File: src/rtl/uart_pkg.sv
// Shared definitions for the UART receive controller.
//   rx_state_t     : controller state encoding (OFF / WAIT_FRAME / IN_FRAME)
//   timeout_cycles : converts a silence length in bit periods into clock cycles
package uart_pkg;

    typedef enum logic [1:0] {
        ST_OFF  = 2'd0,
        ST_WAIT = 2'd1,
        ST_IN   = 2'd2
    } rx_state_t;

    // Widened arithmetic so large clock rates times bit counts cannot overflow.
    function automatic int timeout_cycles(input int bits, input int clk_hz, input int bit_rate);
        return int'((longint'(bits) * longint'(clk_hz)) / longint'(bit_rate));
    endfunction

endpackage

File: src/rtl/sync_fifo.sv
// First-word-fall-through synchronous FIFO.
//   clk, reset      : clock, asynchronous active-high reset
//   push, push_data : write request; accepted when not full, or when full with a
//                     pop in the same cycle
//   pop             : read request; ignored while empty
//   head            : oldest entry, valid whenever not_empty=1
//   not_empty, full : status
//   count           : occupancy 0..DEPTH
module sync_fifo #(
    parameter int WIDTH = 8,
    parameter int DEPTH = 16,
    localparam int AW   = $clog2(DEPTH)
) (
    input  logic             clk,
    input  logic             reset,
    input  logic             push,
    input  logic [WIDTH-1:0] push_data,
    input  logic             pop,
    output logic [WIDTH-1:0] head,
    output logic             not_empty,
    output logic             full,
    output logic [AW:0]      count
);

    logic [WIDTH-1:0] mem [DEPTH];
    logic [AW-1:0]    wr_ptr, rd_ptr;
    logic             do_push, do_pop;

    assign not_empty = (count != '0);
    assign full      = (count == (AW+1)'(DEPTH));
    assign head      = mem[rd_ptr];

    // A pop frees the head slot at the same edge, so a full FIFO can still
    // take a write when it is also being read.
    assign do_pop  = pop && not_empty;
    assign do_push = push && (!full || do_pop);

    always_ff @(posedge clk or posedge reset) begin
        if (reset) begin
            wr_ptr <= '0;
            rd_ptr <= '0;
            count  <= '0;
        end else begin
            // Pointers are AW bits wide: wrap modulo DEPTH is implicit.
            if (do_push) wr_ptr <= wr_ptr + AW'(1);
            if (do_pop)  rd_ptr <= rd_ptr + AW'(1);
            case ({do_push, do_pop})
                2'b10:   count <= count + (AW+1)'(1);
                2'b01:   count <= count - (AW+1)'(1);
                default: count <= count;
            endcase
        end
    end

    always_ff @(posedge clk) begin
        if (do_push) mem[wr_ptr] <= push_data;
    end

endmodule

File: src/rtl/uart_rx_ctrl.sv
// UART receive controller: captures bytes from a receiver, buffers them in a
// FWFT FIFO and delimits frames by line silence.
//   clk, reset            : clock, asynchronous active-high reset
//   ctrl_enable           : enables reception; low aborts any open frame
//   clr_status            : clears overrun / break_seen (a set in the same cycle wins)
//   rx_valid, rx_data     : receiver byte; a byte is taken on the rising edge of rx_valid
//   rx_break              : receiver BREAK; blocks capture and sets break_seen
//   rx_en                 : registered enable back to the receiver
//   rd_en, rd_data        : FIFO pop / head byte
//   rd_valid, fifo_count  : FIFO not empty / occupancy
//   frame_done, frame_len : one-cycle frame-end pulse and length of the last frame
//   overrun, break_seen   : sticky status flags
module uart_rx_ctrl
    import uart_pkg::*;
#(
    parameter int CLK_HZ       = 50000000,
    parameter int BIT_RATE     = 9600,
    parameter int TIMEOUT_BITS = 20,
    parameter int FIFO_DEPTH   = 16,
    localparam int CNT_W       = $clog2(FIFO_DEPTH) + 1
) (
    input  logic             clk,
    input  logic             reset,
    input  logic             ctrl_enable,
    input  logic             clr_status,
    input  logic             rx_valid,
    input  logic [7:0]       rx_data,
    input  logic             rx_break,
    output logic             rx_en,
    input  logic             rd_en,
    output logic [7:0]       rd_data,
    output logic             rd_valid,
    output logic [CNT_W-1:0] fifo_count,
    output logic             frame_done,
    output logic [7:0]       frame_len,
    output logic             overrun,
    output logic             break_seen
);

    localparam int TIMEOUT_CYC = timeout_cycles(TIMEOUT_BITS, CLK_HZ, BIT_RATE);
    localparam int IDLE_W      = $clog2(TIMEOUT_CYC + 1);

    rx_state_t   state, state_n;
    logic [IDLE_W-1:0] idle_cnt, idle_n;
    logic [7:0]  run_cnt, run_n, len_n;
    logic        done_n;
    logic        rx_valid_q;
    logic        capture, pop_ok, fifo_full;
    logic        overrun_set, break_set;

    // One capture per rx_valid high interval; BREAK and a disabled controller
    // swallow the edge.
    assign capture     = rx_valid && !rx_valid_q && !rx_break && ctrl_enable && (state != ST_OFF);
    assign pop_ok      = rd_en && rd_valid;
    assign overrun_set = capture && fifo_full && !pop_ok;
    assign break_set   = rx_break && (state != ST_OFF);

    always_comb begin
        state_n = state;
        idle_n  = idle_cnt;
        run_n   = run_cnt;
        len_n   = frame_len;
        done_n  = 1'b0;
        if (!ctrl_enable) begin
            // Abort: the open frame is dropped without touching frame_len.
            state_n = ST_OFF;
            idle_n  = '0;
            run_n   = '0;
        end else begin
            case (state)
                ST_OFF: state_n = ST_WAIT;
                ST_WAIT: begin
                    if (capture) begin
                        state_n = ST_IN;
                        idle_n  = '0;
                        run_n   = 8'd1;
                    end
                end
                ST_IN: begin
                    // A capture on the timeout cycle keeps the frame open.
                    if (capture) begin
                        idle_n = '0;
                        if (run_cnt != 8'hFF) run_n = run_cnt + 8'd1;
                    end else if (idle_cnt == IDLE_W'(TIMEOUT_CYC - 1)) begin
                        done_n  = 1'b1;
                        len_n   = run_cnt;
                        state_n = ST_WAIT;
                        idle_n  = '0;
                        run_n   = '0;
                    end else begin
                        idle_n = idle_cnt + IDLE_W'(1);
                    end
                end
                default: state_n = ST_OFF;
            endcase
        end
    end

    always_ff @(posedge clk or posedge reset) begin
        if (reset) begin
            state      <= ST_OFF;
            idle_cnt   <= '0;
            run_cnt    <= '0;
            frame_len  <= '0;
            frame_done <= 1'b0;
            rx_en      <= 1'b0;
            rx_valid_q <= 1'b0;
            overrun    <= 1'b0;
            break_seen <= 1'b0;
        end else begin
            state      <= state_n;
            idle_cnt   <= idle_n;
            run_cnt    <= run_n;
            frame_len  <= len_n;
            frame_done <= done_n;
            rx_en      <= (state != ST_OFF);
            rx_valid_q <= rx_valid;
            if (overrun_set)     overrun <= 1'b1;
            else if (clr_status) overrun <= 1'b0;
            if (break_set)       break_seen <= 1'b1;
            else if (clr_status) break_seen <= 1'b0;
        end
    end

    sync_fifo #(
        .WIDTH (8),
        .DEPTH (FIFO_DEPTH)
    ) u_fifo (
        .clk       (clk),
        .reset     (reset),
        .push      (capture),
        .push_data (rx_data),
        .pop       (rd_en),
        .head      (rd_data),
        .not_empty (rd_valid),
        .full      (fifo_full),
        .count     (fifo_count)
    );

endmodule

File: config.mk
export PLATFORM = sky130hd
export DESIGN_NAME = uart_rx_ctrl
export DESIGN_NICKNAME = d
export VERILOG_FILES = /design/src/rtl/uart_pkg.sv /design/src/rtl/sync_fifo.sv /design/src/rtl/uart_rx_ctrl.sv
export SDC_FILE = /design/constraint.sdc
export NUM_CORES = 1
export LEC_CHECK = 0
export CELL_PAD_IN_SITES_DETAIL_PLACEMENT = 1
export CELL_PAD_IN_SITES_GLOBAL_PLACEMENT = 1
export CORE_MARGIN = 3
export CORE_UTILIZATION = 40
export CTS_BUF_LIST = sky130_fd_sc_hd__clkbuf_4 sky130_fd_sc_hd__clkbuf_8 sky130_fd_sc_hd__clkbuf_16
export CTS_CLUSTER_DIAMETER = 40
export DETAILED_ROUTE_END_ITERATION = 6
export DONT_BUFFER_PORTS = 1
export PLACE_DENSITY = 0.67
export SLEW_MARGIN = 20
export SYNTH_ARGS = -nofsm -noshare
export SYNTH_HDL_FRONTEND = slang
export SYNTH_SLANG_ARGS = --single-unit
File: constraint.sdc
create_clock -name clk -period 3.4 [get_ports clk]
set_input_delay 0.68 -clock clk [delete_from_list [all_inputs] [get_ports clk]]
set_output_delay 0.68 -clock clk [all_outputs]
set_load 0.1 [all_outputs]
# Word level (Yosys, flattened, before mapping)
# Memory sizes are Yosys's and may differ from the RTL's.
# Cells that the tools add are included.
# word_totals
reg_bits	53
mem_bits_rw	128
inputBits	15
output_inout_bits	26
elab_cells	83
n_memories	1
# memory_table
name	words	width	rd	rd_ports_with_merged_regs	write_ports	line	text
u_fifo.mem	16	8	1	0	1	sync_fifo.sv:25	logic [WIDTH-1:0] mem [DEPTH];
# classes
add_sub_neg	6
n_eq_ne	13
muxes	26
bitwise	1
reduce_logical	24
# op_table
cell	count
$mux 17	4
$mux 8	5
$pmux 17 s2	1
$add 17x1->17 const B	1
$eq 17x17->1 const B	1
$pmux 8 s2	1
$pmux 5 s2	1
$logic_and 1x1->1	9
$mux 1	9
$ne 3x3->1 const B	3
$add 4x1->4 const B	2
$add 8x1->8 const B	1
$mux 2	4
$ne 4x4->1 const B	2
$ne 8x8->1 const B	1
$reduce_and 4->1	2
$reduce_bool 2->1	4
$pmux 2 s3	1
$add 5x1->5 const B	1
$eq 5x5->1 const B	1
$reduce_bool 5->1	1
$sub 5x1->5 const B	1
$eq 2x1->1 const B	2
$eq 2x2->1 const B	2
7 further kinds	10

# Longest topological paths before layout
# depth
word_depth	8
ltp_mapped	8
depth_no_buf	7

# Modules after synthesis
# Synthesis repeated with hierarchy kept, for this count alone.
# hier_totals
cells_unflattened	508
hier_area_um2	8016.4
# by_module_without_submodules
module	n_inst	cells_per_inst	area_each_um2	seq_area_each_um2
sync_fifo	1	307	5834.3	4169.0
uart_rx_ctrl	1	201	2182.1	1001.0

# Worst setup path after synthesis
# OpenSTA, ideal clock, no wires.
# synth_path
path_type	register -> register
startpoint	reg u_fifo.count[0]
endpoint	mem u_fifo.mem[4][0] (enable)
setup_time_ps	383
arrival_time_ps	2578
slack_ps	438
path_stages_with_launch	6
synth_period_minus_slack_ps	2962
cell_sequence	dfrtp_1 nor4_1 a311oi_1 buf_2 nand2_1 nor3_1
# synth_via
elab_chain_len	6
# synth_rtl
item	line	text
from (decl)	sync_fifo.sv:22	output logic [AW:0] count
from (signal assigned)	sync_fifo.sv:48	2'b10: count <= count + (AW+1)'(1);
from (signal assigned)	sync_fifo.sv:49	2'b01: count <= count - (AW+1)'(1);
from (signal assigned)	sync_fifo.sv:50	default: count <= count;
$eq 5x5->1 or $reduce_bool 5->1 (tied branches)	sync_fifo.sv:30, sync_fifo.sv:29	
$logic_not 1->1 or $logic_and 1x1->1 (tied branches)	sync_fifo.sv:36, sync_fifo.sv:35	
$logic_or 1x1->1 *	sync_fifo.sv:36	assign do_push = push && (!full || do_pop);
$logic_and 1x1->1 *	sync_fifo.sv:36	
$mux 1 *	sync_fifo.sv:56	if (do_push) mem[wr_ptr] <= push_data;
$mux 1 (not written as such) *	sync_fifo.sv:56	
to (decl)	sync_fifo.sv:25	
# Every way passes the cells marked *; elsewhere a longest branch is shown, timed or not.

# Final worst setup path
# layout_path
startpoint	reg u_fifo.rd_ptr[0]
endpoint	out rd_data[6]
# layout_via
elab_chain_len	1
# layout_rtl
item	line	text
from (decl)	sync_fifo.sv:26	logic [AW-1:0] wr_ptr, rd_ptr;
from (signal assigned)	sync_fifo.sv:46	if (do_pop) rd_ptr <= rd_ptr + AW'(1);
$mem_v2 16x8	--	
to (decl)	uart_rx_ctrl.sv:31	output logic [7:0] rd_data,
# Every way passes these cells.

==> reports/qor.yml <==
clocking:
  tritoncts: "built"
  path_clk_slew_ns: 0.07
  cts-root-buf: "clkbuf_16"
  cts_setup_buffers: 0
  cts_max_path_buffers: 2
  cts_resized: 0
  cts-buffers-inserted: 17
  holdBufCountCts: 0
  htree_levels: 4
  clock_sinks: 181
  clk_latency_ns: 0.43
die:
  core.rowCount: 50
  dieArea_mm2: 0.02098
  io_pins: 41
  fp.dieW_um: 144.8
  initial_core_util: 0.4094
  die_h_um: 144.8
  coreArea_mm2: 0.01883
synth:
  ys_seq_area_frac: 0.6706
  async_flop_share: 0.2928
  synth-edff-count: 128
  synth_nets: 513
  syn_area_per_cell_um2: 15.80
  synth_mux_area_frac: 0.1225
  synth-xor-area-share: 0.02499
  synth_flop_cell: "edfxtp_1"
  synth_compound_area_frac: 0.04528
  synth_top_area_share: 0.4985
  ys_ff_latch: 181
  synth_top_family_by_area: "multiplexers"
  synth-adder-area-share: 0.01623
  netlist_top_cells_area: "edfxtp_1 50%, dfrtp_1 17%, mux4_2 12%"
  yosysUniqueCellTypes: 59
  syn_area_mm2: 0.007710
  yosys_warnings: 0
  yosysTopAreaCell: "edfxtp_1"
  synth_cells: 488
  synthSimpleGateAreaFrac: 0.1026
worst_setup_path:
  cp_cell_sequence: "buf_12 > mux4_2 > mux4_2"
  critPathMaxFanout: 16
  slowest_delay_ns: 0.76
  reg2regPathDepth: 7
  crit_arrival_ns: 2.51
  crit_path_end_kind: "output port"
  worst_path_max_delay_cell: "mux4_2"
  r2r_end: "u_fifo.count[4]"
  rr_startpoint: "u_fifo.count[2]"
  reg2reg_slack_ns: 0.67
  crit_required_ns: 2.72
  cp_common_cell: "mux4_2"
  startpoint_type: "flip-flop"
  path_class: "reg -> out"
final_layout:
  finish.instance_area_mm2: 0.008752
  diodes: 0
  drive_gt1_frac: 0.2106
  fillers: 1832
  area_growth_syn_to_layout_pct: 13.52
  layout.nets: 539
  final-seq-area_mm2: 0.005171
  fin_cells: 787
  final_core_util: 0.4648
  multi_input_area_mm2: 0.002402
pwr:
  p_leak_nw: 3.103
  powerDensity_mw_per_mm2: 780.2
  ir_drop_mv: 0.3502
timing:
  tightest_slew_ns: 0.9121
  setup_tns_ns: 0
  relSlewSlack: 0.3919
  max_freq_ghz: 0.3134
  skew_ns: 0.01465
  rsz0062_at_grt: "no"
  drv_slew: 0
  finalSetupViolCount: 0
  period_needed_ns: 3.191
  hold_viol: 0
  finalCritPeriodShare: 0.9385
job:
  maxCapViolCount: 0
placed_design:
  port_buffers: 0
  postPlaceCellArea_mm2: 0.008179
  dp_hpwl_um: 11180
  dp_cells: 755
  gp_congestion: 0.7749
grt:
  grt_start_max_net_pins: 34
  grt_pass1_vias: 4611
  grtUsageTotal: 0.1653
  antenna_found_initial: 0
  grt_pass1_wl_um: 25810
  grt-ovfl-total: 0
routing:
  drc_errors: 0
  wl_per_cell_um: 20.90
  firstDrtPassIters: 4
  num_vias: 4290
  wirelength_um: 16450
  first_iter_violations: 304
  post_drt_via_cell_ratio: 5.451
  drtAntennaViolNets: 0
outcome:
  status: "finished clean"
worst_hold_path:
  min_path_type: "in -> async"
## routing by layer
layer  track usage  part of all wire
met1        0.2138              0.43
met2        0.2740              0.51
met3       0.04272             0.038
met4       0.05302             0.017
met5             0                 0
## registers in the layout (all words and copies together) (netlist names)
name and flops:
idle_cnt 17, rx_valid_q 1, u_fifo.mem 128, break_seen 1
rx_en 1, u_fifo.count 5, frame_done 1, run_cnt 8
u_fifo.wr_ptr 4, frame_len 8, overrun 1, u_fifo.rd_ptr 4
state 2
## cells by family after synthesis
logic type,after synthesis
compound gates,51
mux,44
simple gates,146
xor+xnor,22
flops,181
fa+ha+maj,10
buf+inv,34
## power by group
group / total (mW) / internal, mW / switching, mW
logic: 2.29 / 0.746 / 1.54
clock network: 1.88 / 0.979 / 0.899
registers: 2.66 / 2.46 / 0.204
## Yosys cell counts, types with 2 or more instances
cell        n
a21o_1      2
a21oi_1     6
a41oi_1     2
and2_1     10
and3_1      7
and4_1      2
buf_1       3
buf_2       8
clkbuf_1    9
dfrtp_1    53
edfxtp_1  128
ha_1       10
inv_1      14
mux2_2      3
mux4_2     40
nand2_1    44
nand2b_1    4
nand3_1    13
nand4_1     5
nand4b_1    3
nor2_1     23
nor2b_1     3
nor3_1     10
nor3b_1     5
nor4_1      4
nor4_4      2
o21a_1      2
o21ai_0    15
o21bai_1    2
o31ai_1     5
or2_2       2
or4b_1      2
xnor2_1    19
xor2_1      3
## how the worst max path moves through the flow
stage                       endpoint  slack (ns)  cells after the start              from
floorplan           u_fifo.mem[4][0]        0.44                      5   u_fifo.count[0]
global placement    u_fifo.mem[3][6]        0.53                      5          rx_break
detailed placement  u_fifo.mem[1][6]        0.47                      5          rx_break
CTS                       rd_data[6]        0.17                      3  u_fifo.rd_ptr[0]
global route              rd_data[6]        0.11                      3  u_fifo.rd_ptr[0]
finish                    rd_data[6]        0.21                      3  u_fifo.rd_ptr[0]
## placed cells by master (no fill, tap or decap), types with 13 or more instances in the layout
master and n:
o21ai_0 15, nand2_1 44, nor2_1 23, xnor2_1 19, dfrtp_1 52, mux4_2 40
clkbuf_16 17, buf_4 25, nand3_1 13, inv_1 13, edfxtp_1 128
## worst max-delay path, delay by kind of cell (launching register included)
kind | cells | cell delay, ns
multiplexers | 2 | 1.30
flip-flops | 1 | 0.54
buffers and inverters | 1 | 0.22
## per-stage QoR
step	total power, mW	hold slack [ns]	setup slack, ns
finish	6.829	0.2090	0.2091
global placement	5.003	0.5180	0.5301
CTS	6.910	0.2223	0.1746
detailed placement	5.030	0.5257	0.4742
global route	7.118	0.2428	0.1051
floorplan	4.617	0.4806	0.4384
## cell type report
cell class,instances,area share
Clock inverter,14,0.01601
Sequential cell,181,0.5909
Multi-Input combinational cell,273,0.2745
Tap cell,260,0.03717
Timing Repair Buffer,27,0.02602
Clock buffer,18,0.04946
Inverter,14,0.006004
(Power assumes the default switching activity.)
